### src/rtl/shift_cmd_queue.sv
// Command FIFO and registered result stage wrapped around an external 8-bit combinational barrel shifter.
// Optional output handshake counter (done_cnt) is enabled by defining SHIFT_CMD_CNT_EN.
module shift_cmd_queue #(
  parameter int DEPTH = 4
) (
  input  logic       clk,
  input  logic       rst_n,
  input  logic       in_valid,
  output logic       in_ready,
  input  logic [7:0] in_din,
  input  logic [2:0] in_shamt,
  input  logic       in_dir,
  input  logic       in_op,
  output logic [7:0] bs_din,
  output logic [2:0] bs_shamt,
  output logic       bs_dir,
  output logic       bs_op,
  input  logic [7:0] bs_dout,
  output logic       out_valid,
  input  logic       out_ready,
  output logic [7:0] out_data,
  output logic [1:0] out_code
`ifdef SHIFT_CMD_CNT_EN
  ,
  output logic [15:0] done_cnt
`endif
);

  localparam int AW = $clog2(DEPTH);
  localparam int CW = AW + 1;

  // Entry layout: {din[7:0], shamt[2:0], op, dir}
  logic [12:0]   mem_q [DEPTH];
  logic [AW-1:0] wr_ptr_q, wr_ptr_d;
  logic [AW-1:0] rd_ptr_q, rd_ptr_d;
  logic [CW-1:0] count_q, count_d;
  logic          out_valid_q, out_valid_d;
  logic [7:0]    out_data_q, out_data_d;
  logic [1:0]    out_code_q, out_code_d;
  logic [12:0]   head;
  logic          fifo_empty;
  logic          push;
  logic          pop;

  always_comb begin
    fifo_empty = (count_q == '0);
    in_ready   = (count_q != CW'(DEPTH));
    push       = in_valid && in_ready;
    pop        = !fifo_empty && (!out_valid_q || out_ready);

    // Shifter sees zeros when idle so its inputs never toggle on stale entries
    head = fifo_empty ? 13'd0 : mem_q[rd_ptr_q];
    {bs_din, bs_shamt, bs_op, bs_dir} = head;

    wr_ptr_d = wr_ptr_q + AW'(push);
    rd_ptr_d = rd_ptr_q + AW'(pop);

    count_d = count_q;
    case ({push, pop})
      2'b10:   count_d = count_q + CW'(1);
      2'b01:   count_d = count_q - CW'(1);
      default: count_d = count_q;
    endcase

    out_valid_d = out_valid_q;
    out_data_d  = out_data_q;
    out_code_d  = out_code_q;
    if (pop) begin
      out_valid_d = 1'b1;
      out_data_d  = bs_dout;
      out_code_d  = {head[1], head[0]};
    end else if (out_valid_q && out_ready) begin
      out_valid_d = 1'b0;
    end
  end

  // Storage carries no reset; the pointers and count define which entries are live
  always_ff @(posedge clk) begin
    if (push) begin
      mem_q[wr_ptr_q] <= {in_din, in_shamt, in_op, in_dir};
    end
  end

  always_ff @(posedge clk or negedge rst_n) begin
    if (!rst_n) begin
      wr_ptr_q    <= '0;
      rd_ptr_q    <= '0;
      count_q     <= '0;
      out_valid_q <= 1'b0;
      out_data_q  <= 8'd0;
      out_code_q  <= 2'd0;
    end else begin
      wr_ptr_q    <= wr_ptr_d;
      rd_ptr_q    <= rd_ptr_d;
      count_q     <= count_d;
      out_valid_q <= out_valid_d;
      out_data_q  <= out_data_d;
      out_code_q  <= out_code_d;
    end
  end

  assign out_valid = out_valid_q;
  assign out_data  = out_data_q;
  assign out_code  = out_code_q;

`ifdef SHIFT_CMD_CNT_EN
  logic [15:0] done_cnt_q, done_cnt_d;

  always_comb begin
    done_cnt_d = done_cnt_q + 16'(out_valid_q && out_ready);
  end

  always_ff @(posedge clk or negedge rst_n) begin
    if (!rst_n) begin
      done_cnt_q <= 16'd0;
    end else begin
      done_cnt_q <= done_cnt_d;
    end
  end

  assign done_cnt = done_cnt_q;
`endif

endmodule

### config.mk
export PLATFORM = sky130hd
export DESIGN_NAME = shift_cmd_queue
export DESIGN_NICKNAME = d
export VERILOG_FILES = /design/src/rtl/shift_cmd_queue.sv
export SDC_FILE = /design/constraint.sdc
export NUM_CORES = 1
export LEC_CHECK = 0
export ABC_AREA = 1
export BUFFER_PORTS_ARGS = -buffer_cell sky130_fd_sc_hd__clkbuf_2
export CORE_MARGIN = 3
export CORE_UTILIZATION = 45
export CTS_BUF_LIST = sky130_fd_sc_hd__clkbuf_8 sky130_fd_sc_hd__clkbuf_16
export CTS_CLUSTER_DIAMETER = 200
export DETAILED_ROUTE_END_ITERATION = 16
export PLACE_DENSITY = 0.72
export SLEW_MARGIN = 20
export SYNTH_ARGS = -nofsm -noshare
export SYNTH_HDL_FRONTEND = slang
export SYNTH_SLANG_ARGS = --single-unit
### constraint.sdc
create_clock -name clk -period 2.8 [get_ports clk]
set_input_delay 0.42 -clock clk [delete_from_list [all_inputs] [get_ports clk]]
set_output_delay 0.42 -clock clk [all_outputs]
set_load 0.03 [all_outputs]
==> After elaboration in Yosys (flattened, before gate mapping) <==
Memories as Yosys holds them, arrays and structs flattened.
Cells that the tools add are included.
{ "word_totals": {"ff_bits": 18, "ramBits": 52, "in_bits": 25, "word_cells": 29, "mem_count": 1} }
{ "memory_table": {"columns": ["name", "depth", "width", "read_ports", "rd_ports_with_merged_regs", "write_ports", "line", "rtl"], "rows": [
  ["mem_q", 4, 13, 1, 0, 1, "33", "logic [12:0] mem_q [DEPTH];"]
]} }
{ "classes": {"addsub": 4, "eq_ne": 3, "mux": 6, "reduce_logical": 9} }
{ "op_table": {"columns": ["operator", "n"], "rows": [
  ["13-bit 2-to-1 mux", 1],
  ["3-bit case mux with 2 select lines", 1],
  ["2-bit by 1-bit adder with 2-bit output", 2],
  ["1-bit 2-to-1 mux", 4],
  ["2-bit nonzero test", 2],
  ["3-bit by 1-bit adder with 3-bit output (second input constant)", 1],
  ["1-bit logical AND", 3],
  ["3-bit logical NOT", 1],
  ["3-bit != test (second input constant)", 1],
  ["3-bit by 1-bit subtractor with 3-bit output (second input constant)", 1],
  ["2-bit by 1-bit == test with 1-bit output (second input constant)", 1],
  ["2-bit == test (second input constant)", 1],
  ["1-bit logical NOT", 2],
  ["1-bit logical OR", 1]
]} }

==> Depth between registers and ports, before layout <==
Gate-level depths: netlist of run 1.
{ "logic_depth": {"depth_word": 5, "ltp_mapped": 11, "mapped_depth_nobuf": 10} }

==> Worst setup path after synthesis of run 1 <==
Ideal clock, no wire load.
{ "synth_timing": {"path_type": "reg-to-reg", "from": "register count_q[0]", "to": "memory mem_q[0][0] (enable)", "setup_ns": 0.400, "arrival_ns": 1.814, "slack_ns": 0.587, "stages_incl_launch_ff": 5, "n_path_buf": 0, "synth_period_minus_slack_ns": 2.213, "path_cell_list": "dfrtp_1 nor2_4 nand2_1 nand2_2 nor3_1"} }
{ "synth_between": {"elab_chain_cells": 4} }
{ "synth_rtl": {"columns": ["item", "line", "rtl"], "rows": [
  ["start, declared", "36", "logic [CW-1:0] count_q, count_d;"],
  ["start signal, assigned", "95", "count_q <= count_d;"],
  ["3-bit != test", "47", "in_ready = (count_q != CW'(DEPTH));"],
  ["via in_ready", "9", "output logic in_ready,"],
  ["1-bit logical AND", "48", "push = in_valid && in_ready;"],
  ["1-bit 2-to-1 mux", "79", "if (push) begin"],
  ["1-bit 2-to-1 mux (implied by the code)", "80", "mem_q[wr_ptr_q] <= {in_din, in_shamt, in_op, in_dir};"],
  ["end, declared", "33", null]
]} }
The timed path passes the listed nets, and every way through them passes these cells.

==> Final worst setup path of run 1 <==
{ "layout_timing": {"from": "register rd_ptr_q[0]", "to": "output port bs_din[0]"} }
{ "layout_between": {"elab_chain_cells": 2} }
{ "layout_rtl": {"columns": ["item", "line", "rtl"], "rows": [
  ["start, declared", "35", "logic [AW-1:0] rd_ptr_q, rd_ptr_d;"],
  ["start signal, assigned", "94", "rd_ptr_q <= rd_ptr_d;"],
  ["memory 4 x 13 bit", null, null],
  ["13-bit 2-to-1 mux", "52", "head = fifo_empty ? 13'd0 : mem_q[rd_ptr_q];"],
  ["end, declared", "14", "output logic [7:0] bs_din,"]
]} }
No other way between the ends.

==> key figures, run 1 <==
Outcome
  • Status: finished, final reports clean

Worst setup path
  • FF-to-FF Start: count_q[0]
  • Arr. time, crit path: 1910 ps
  • Worst path cell trace: buf_4 > nand2_1 > nand2_1 > nand2_1 > a21oi_2 > clkbuf_2
  • Worst-path maximum fanout: 19
  • Crit-path slowest cell: dfrtp_1
  • WP depth: 6
  • Peak per-stage delay on the critical path: about 760 ps
  • Buf+Inv Stages, Crit Path: 2
  • Top cell by count, worst path: nand2_1
  • Reg-to-reg slack, setup: slightly above 800 ps
  • Crit. Startpoint: rd_ptr_q[0]
  • WS Path Type: reg -> out
  • Worst EP required: around 2400 ps
  • RR Endpoint: count_q[2]
  • Critical Path End: bs_din[0]
  • Crit-path leading delay family: flip-flops
  • CP Launch Type: flop
  • Crit end category: output port
  • FF-to-FF path depth: 9

Finish
  • Area of the multi-input gates: about 880 um^2
  • Post-route cell area: about 3600 um^2
  • Total Nets Final: between 300 and 400
  • Most frequent cells in the layout: 99 x nand2_1, 52 x edfxtp_1, 49 x clkbuf_2
  • Number of fill cells: about 530
  • Commonest non-fill, non-tap cell in the layout: nand2_1
  • FF+latch area: a little over 2000 um^2
  • Ant diodes: 0
  • Area Overhead vs Synth: 16.9%
  • Ratio of cells with drive above 1 in the final layout: 0.334

Placement
  • Post-Place Cell Area: 3420 um^2
  • Buffers on Ports: 49
  • Placer Congestion: roughly 0.72
  • DP HPWL: approximately 3700 um

Synthesis
  • Synth Warn #: 0
  • Synth top area share: 0.504
  • Largest cells by area after synthesis: edfxtp_1 50%, dfrtp_1 15%, nand2_1 12%
  • Unique cell type count in the Yosys netlist: 25
  • Seq/Total Area, Yosys: 0.650
  • Avg Synthesized Cell Area: ~11 um^2
  • Number of synthesized register bits: 70
  • Area leader, netlist: edfxtp_1
  • Post-Syn Nets: roughly 300
  • Post-Syn Area: just over 3000 um^2
  • Syn Inst Count: 274

Pwr
  • Total power draw: 4.37 mW
  • VDD IR max: 0.467 mV
  • Power Dens Cells: about 1200 nW/um^2
  • Leak: between 1.5 and 2 nW

Clock network
  • Num CTS Buffers: 9
  • CTS tree: built
  • Worst skew pair latency: between 300 and 400 ps
  • Clock Tree Root: clkbuf_8
  • Setup Fix Bufs, Post-CTS: 0
  • CTS resizes: 0
  • CTS sink count: 70
  • Htree depth: 3
  • Clock-pin slew on the worst setup and hold paths: about 70 ps
  • Clk buf depth: 2
  • Hold bufs inserted after CTS: 0

Die
  • Area of the die: between 7000 and 8000 um^2
  • DIE WIDTH: a little under 90 um
  • Core area: approximately 6500 um^2
  • Ports: 50
  • Core Rows: 29
  • Die Y: 88.9 um
  • Initial Util: 0.477

GRT
  • Vias in the first global route: 1810
  • Largest net degree at the start of global routing: 27
  • First-pass GRT wire length: 8380 um
  • Initial antenna violation count: 0
  • Grt total ovfl: 0
  • Global Route Usage Sum: 0.147

Route
  • DR pass1 iterations: 4
  • DRT antenna net count: 0
  • Final WL: approximately 5300 um
  • Drt drc: 0
  • Vias/cell: about 4.8
  • DRT iter0 DRCs: 105
  • Vias: slightly below 2000
  • Routed WL per cell: ~13 um

STA
  • Sum Neg Setup Slack: 0 ps
  • Max Fclk: ~430 MHz
  • Final setup violation count: 0
  • Fin crit share: 0.831
  • RSZ-0062 raised after global routing: no
  • Slew HR: 0.567
  • Final Max Tran Viols: 0
  • Final min period: about 2300 ps
  • Hold WS: 20.5 ps
  • Slew @ Worst Pin: 650 ps
  • Fin Clk Skew: 6.96 ps
  • Hold Fails Final Rpt: 0

Min path
  • Hold Crit Class: in -> async

Flow run
  • Max_cap viols: 0
metal layers:
layer	wire length (um)	share of wire	global-route usage
met1	2230	0.42	0.174
met2	2820	0.53	0.247
met4	66	0.012	0.0812
met3	233	0.044	0.0350
met5	0	0	0
cells by family after synthesis:
family	share of synthesized area
AOI/OAI and AO/OA	0.0380
adders and majority gates	0.0186
DFF	0.650
and+or+nand+nor	0.209
buffers and inverters	0.0736
xor gates and xnor gates	0.0113
metrics by stage:
step,cells,utilization,setup WS (ps)
4_1_cts,412,0.557,410
3_5_place_dp,397,0.526,779
3_3_place_gp,397,0.526,777
6_report,412,0.557,473
2_1_floorplan,274,-,587
5_1_grt,412,0.557,282
layout make-up:
type,instances,share of cell area
clock buffer,9,0.0342
clock inverter,6,0.0214
inverter,36,0.0394
multi-input combinational,159,0.242
sequential,70,0.556
tap,77,0.0266
timing repair buffer,55,0.0802
cell usage after synthesis:
master    instances
a21oi_2          11
a21oi_4           1
buf_2             2
buf_4             2
buf_6             4
buf_8             1
dfrtp_1          18
edfxtp_1         52
fa_1              1
ha_1              3
inv_1            33
inv_2             1
inv_4             1
inv_6             1
nand2_1          99
nand2_2          12
nand2_4           1
nand3_1           7
nand3_2          11
nor2_1            3
nor2_4            1
nor3_1            4
o21ai_0           1
xnor2_1           1
xor2_1            3
worst reg2reg max path, delay by kind of cell (launching register included):
kind,cells,cell delay [ps]
AND/OR/NAND/NOR,5,630
adder cells (fa/ha/maj),2,580
flip-flops,1,430
XOR/XNOR,1,150
buffers and inverters,1,70
sequential cells by signal (all words and copies together) (netlist names):
name,flops
mem_q,52
out_data,8
count_q,3
out_code,2
rd_ptr_q,2
wr_ptr_q,2
out_valid,1
worst min path at each step:
stage               cells past startpoint  slack, ps           to
global route                            1         40  out_data[6]
detailed placement                      1        390  out_data[6]
global placement                        1        390  out_data[6]
finish                                  1         20  out_data[2]
floorplan                               0        120   count_q[0]
CTS                                     1         10  out_data[6]
where the power goes:
part	internal, mW	total, mW	switching (mW)
registers	1.41	1.57	0.158
logic	0.592	1.97	1.38
clock network	0.487	0.828	0.341
Power figures use the tool's default switching activity.
==> inputs of run 2 (changes only) <==
clock period = 2.35 ns   (was 2.8 ns; I/O delays follow)
==> run 2 against run 1 <==
Compared with the run above:
- non-clock buffer count increased by 2
- core utilization shrank 0.44 points
- count of clock-buffer cells in the layout did not move
- highest routed layer unchanged
- worst setup slack got worse by 260 ps
- worst hold slack better by 200 ps
- global-route usage up 1.4 points
- cell count up 0.49%
- clock skew about the same
- sequential share of layout area increased by 0.45 points
==> key figures, run 2 (synthesized netlist as in run 1, its figures left out) <==
Die
  • DIE WIDTH: 88.9 um (unchanged)
  • Area of the die: 7910 um^2 (unchanged)
  • Core Rows: 29 (unchanged)
  • Core area: 6490 um^2 (unchanged)
  • Ports: 50 (unchanged)
  • Initial Util: 0.477 (unchanged)
  • Die Y: 88.9 um (unchanged)

Worst setup path
  • Arr. time, crit path: 1790 ps (-120 ps)
  • Peak per-stage delay on the critical path: 640 ps (-120 ps)
  • Crit-path leading delay family: flip-flops
  • Buf+Inv Stages, Crit Path: 2 (unchanged)
  • CP Launch Type: flop
  • Reg-to-reg slack, setup: 380 ps (-440 ps)
  • Worst-path maximum fanout: 11 (-8)
  • WS Path Type: reg -> out
  • Crit-path slowest cell: dfrtp_1
  • Crit end category: output port
  • Worst EP required: 2000 ps (-380 ps)
  • Worst path cell trace: buf_4 > nand2_1 > nand2_1 > nand2_1 > a21oi_2 > clkbuf_2
  • Top cell by count, worst path: nand2_1

Pwr
  • VDD IR max: 0.666 mV (+43%)
  • Total power draw: 5.04 mW (+15%)
  • Power Dens Cells: 1400 nW/um^2 (+16%)
  • Leak: 1.66 nW (-1.0%)

Finish
  • Ratio of cells with drive above 1 in the final layout: 0.332 (-0.00198)
  • Final non-filler cell total: 414 (+0.49%)
  • Total Nets Final: 362 (+0.56%)
  • Core occupancy in the finished layout: 0.553 (-0.00443)
  • Reg with most FFs: mem_q
  • Post-route cell area: 3590 um^2 (-0.80%)
  • Max FFs per register: 52 (unchanged)
  • Most frequent cells in the layout: 99 x nand2_1, 52 x edfxtp_1, 49 x clkbuf_2
  • Ant diodes: 0 (unchanged)
  • Area Overhead vs Synth: 16.0%
  • Commonest non-fill, non-tap cell in the layout: nand2_1

Route
  • Drt drc: 0 (unchanged)
  • Routed WL per cell: 13.8 um (+6.0%)
  • DRT iter0 DRCs: 112 (+6.7%)
  • Vias: 1963 (+0.051%)
  • Vias/cell: 4.74 (-0.43%)
  • Final WL: 5690 um (+6.5%)
  • DRT antenna net count: 0 (unchanged)
  • DR pass1 iterations: 4 (unchanged)

STA
  • Fin crit share: 0.910
  • Hold WS: 216 ps (+196 ps)
  • Slew @ Worst Pin: 506 ps (-144 ps)
  • Fin Clk Skew: 7.05 ps (+0.0832 ps)
  • Final worst slack: 212 ps (-262 ps)
  • Final Max Tran Viols: 0 (unchanged)
  • Hold Fails Final Rpt: 0 (unchanged)
  • RSZ-0062 raised after global routing: no
  • Slew HR: 0.661 (+0.0939)
  • Final setup violation count: 0 (unchanged)
  • Max Fclk: approximately 470 MHz
  • Sum Neg Setup Slack: 0 ps (unchanged)
  • Final min period: ~2100 ps

Clock network
  • Clock-pin slew on the worst setup and hold paths: 70 ps (about the same)
  • Num CTS Buffers: 9 (unchanged)
  • Setup Fix Bufs, Post-CTS: 0 (unchanged)
  • Hold bufs inserted after CTS: 1 (+1)
  • CTS sink count: 70 (unchanged)
  • Clock Tree Root: clkbuf_8
  • Clk buf depth: 2 (unchanged)
  • CTS resizes: 0 (unchanged)
  • Worst skew pair latency: 330 ps (about the same)
  • Htree depth: 3 (unchanged)
  • CTS tree: built

Placement
  • Placer Congestion: 0.734 (+1.4%)
  • Placed Instances: 398 (+0.25%)
  • Buffers on Ports: 49 (unchanged)
  • Post-Place Cell Area: 3420 um^2 (+0.22%)
  • DP HPWL: 3850 um (+5.2%)
  • Worst slack at placement: 374 ps (-405 ps)

GRT
  • First-pass GRT wire length: 9300 um (+11%)
  • Vias in the first global route: 1956 (+8.1%)
  • Initial antenna violation count: 0 (unchanged)
  • Global Route Usage Sum: 0.161 (+0.0139)
  • Largest net degree at the start of global routing: 27 (unchanged)
  • Grt total ovfl: 0 (unchanged)

Flow run
  • Max_cap viols: 0 (unchanged)

Outcome
  • Status: finished, final reports clean

Min path
  • Hold Crit Class: in -> reg
[run 2: changes by cell type in the layout (fill, tap and decap cells not counted), sizes merged]
cell	before	now
buf	6	7
bufinv	2	0
clkinv	4	3
clkinvlp	0	2
dlygate4sd3	0	1
inv	36	37
[run 2: worst min-delay path: stages]
cell and delay, ps:
clkbuf_2 70, nand2_1 40, nand2_1 50
[run 2: layout make-up]
type                       instances  area, um^2
clock buffer                       9         124
clock inverter                     6        31.3
fill                             553        2910
inverter                          36         143
multi-input combinational        159         876
sequential                        70        2010
tap                               77        96.3
timing repair buffer              57         308
[run 2: final timing paths]
check | from | endpoint | cells after the start
setup / recovery | rd_ptr_q[0] | bs_shamt[2] | 6
hold / removal | bs_dout[3] | out_data[3] | 3
setup reg to reg | count_q[0] | count_q[2] | 9
hold reg to reg | out_data[6] | out_data[6] | 2
max in group asynchronous | rst_n | wr_ptr_q[0] | 2
min in group asynchronous | rst_n | out_data[6] | 2
[run 2: routing by layer]
layer | wire [um] | track usage | share of wire | vias up
li1 | - | - | - | 989
met1 | 2400 | 0.188 | 0.42 | 933
met2 | 3000 | 0.288 | 0.53 | 32
met3 | 213 | 0.0276 | 0.037 | 9
met4 | 81 | 0.0744 | 0.014 | 0
met5 | 0 | 0 | 0 | -
[run 2: power breakdown]
part	internal [mW]	leakage [nW]	switching [mW]	total [mW]
logic	0.715	0.891	1.69	2.40
clock network	0.363	0.0774	0.406	0.769
registers	1.68	0.689	0.182	1.87
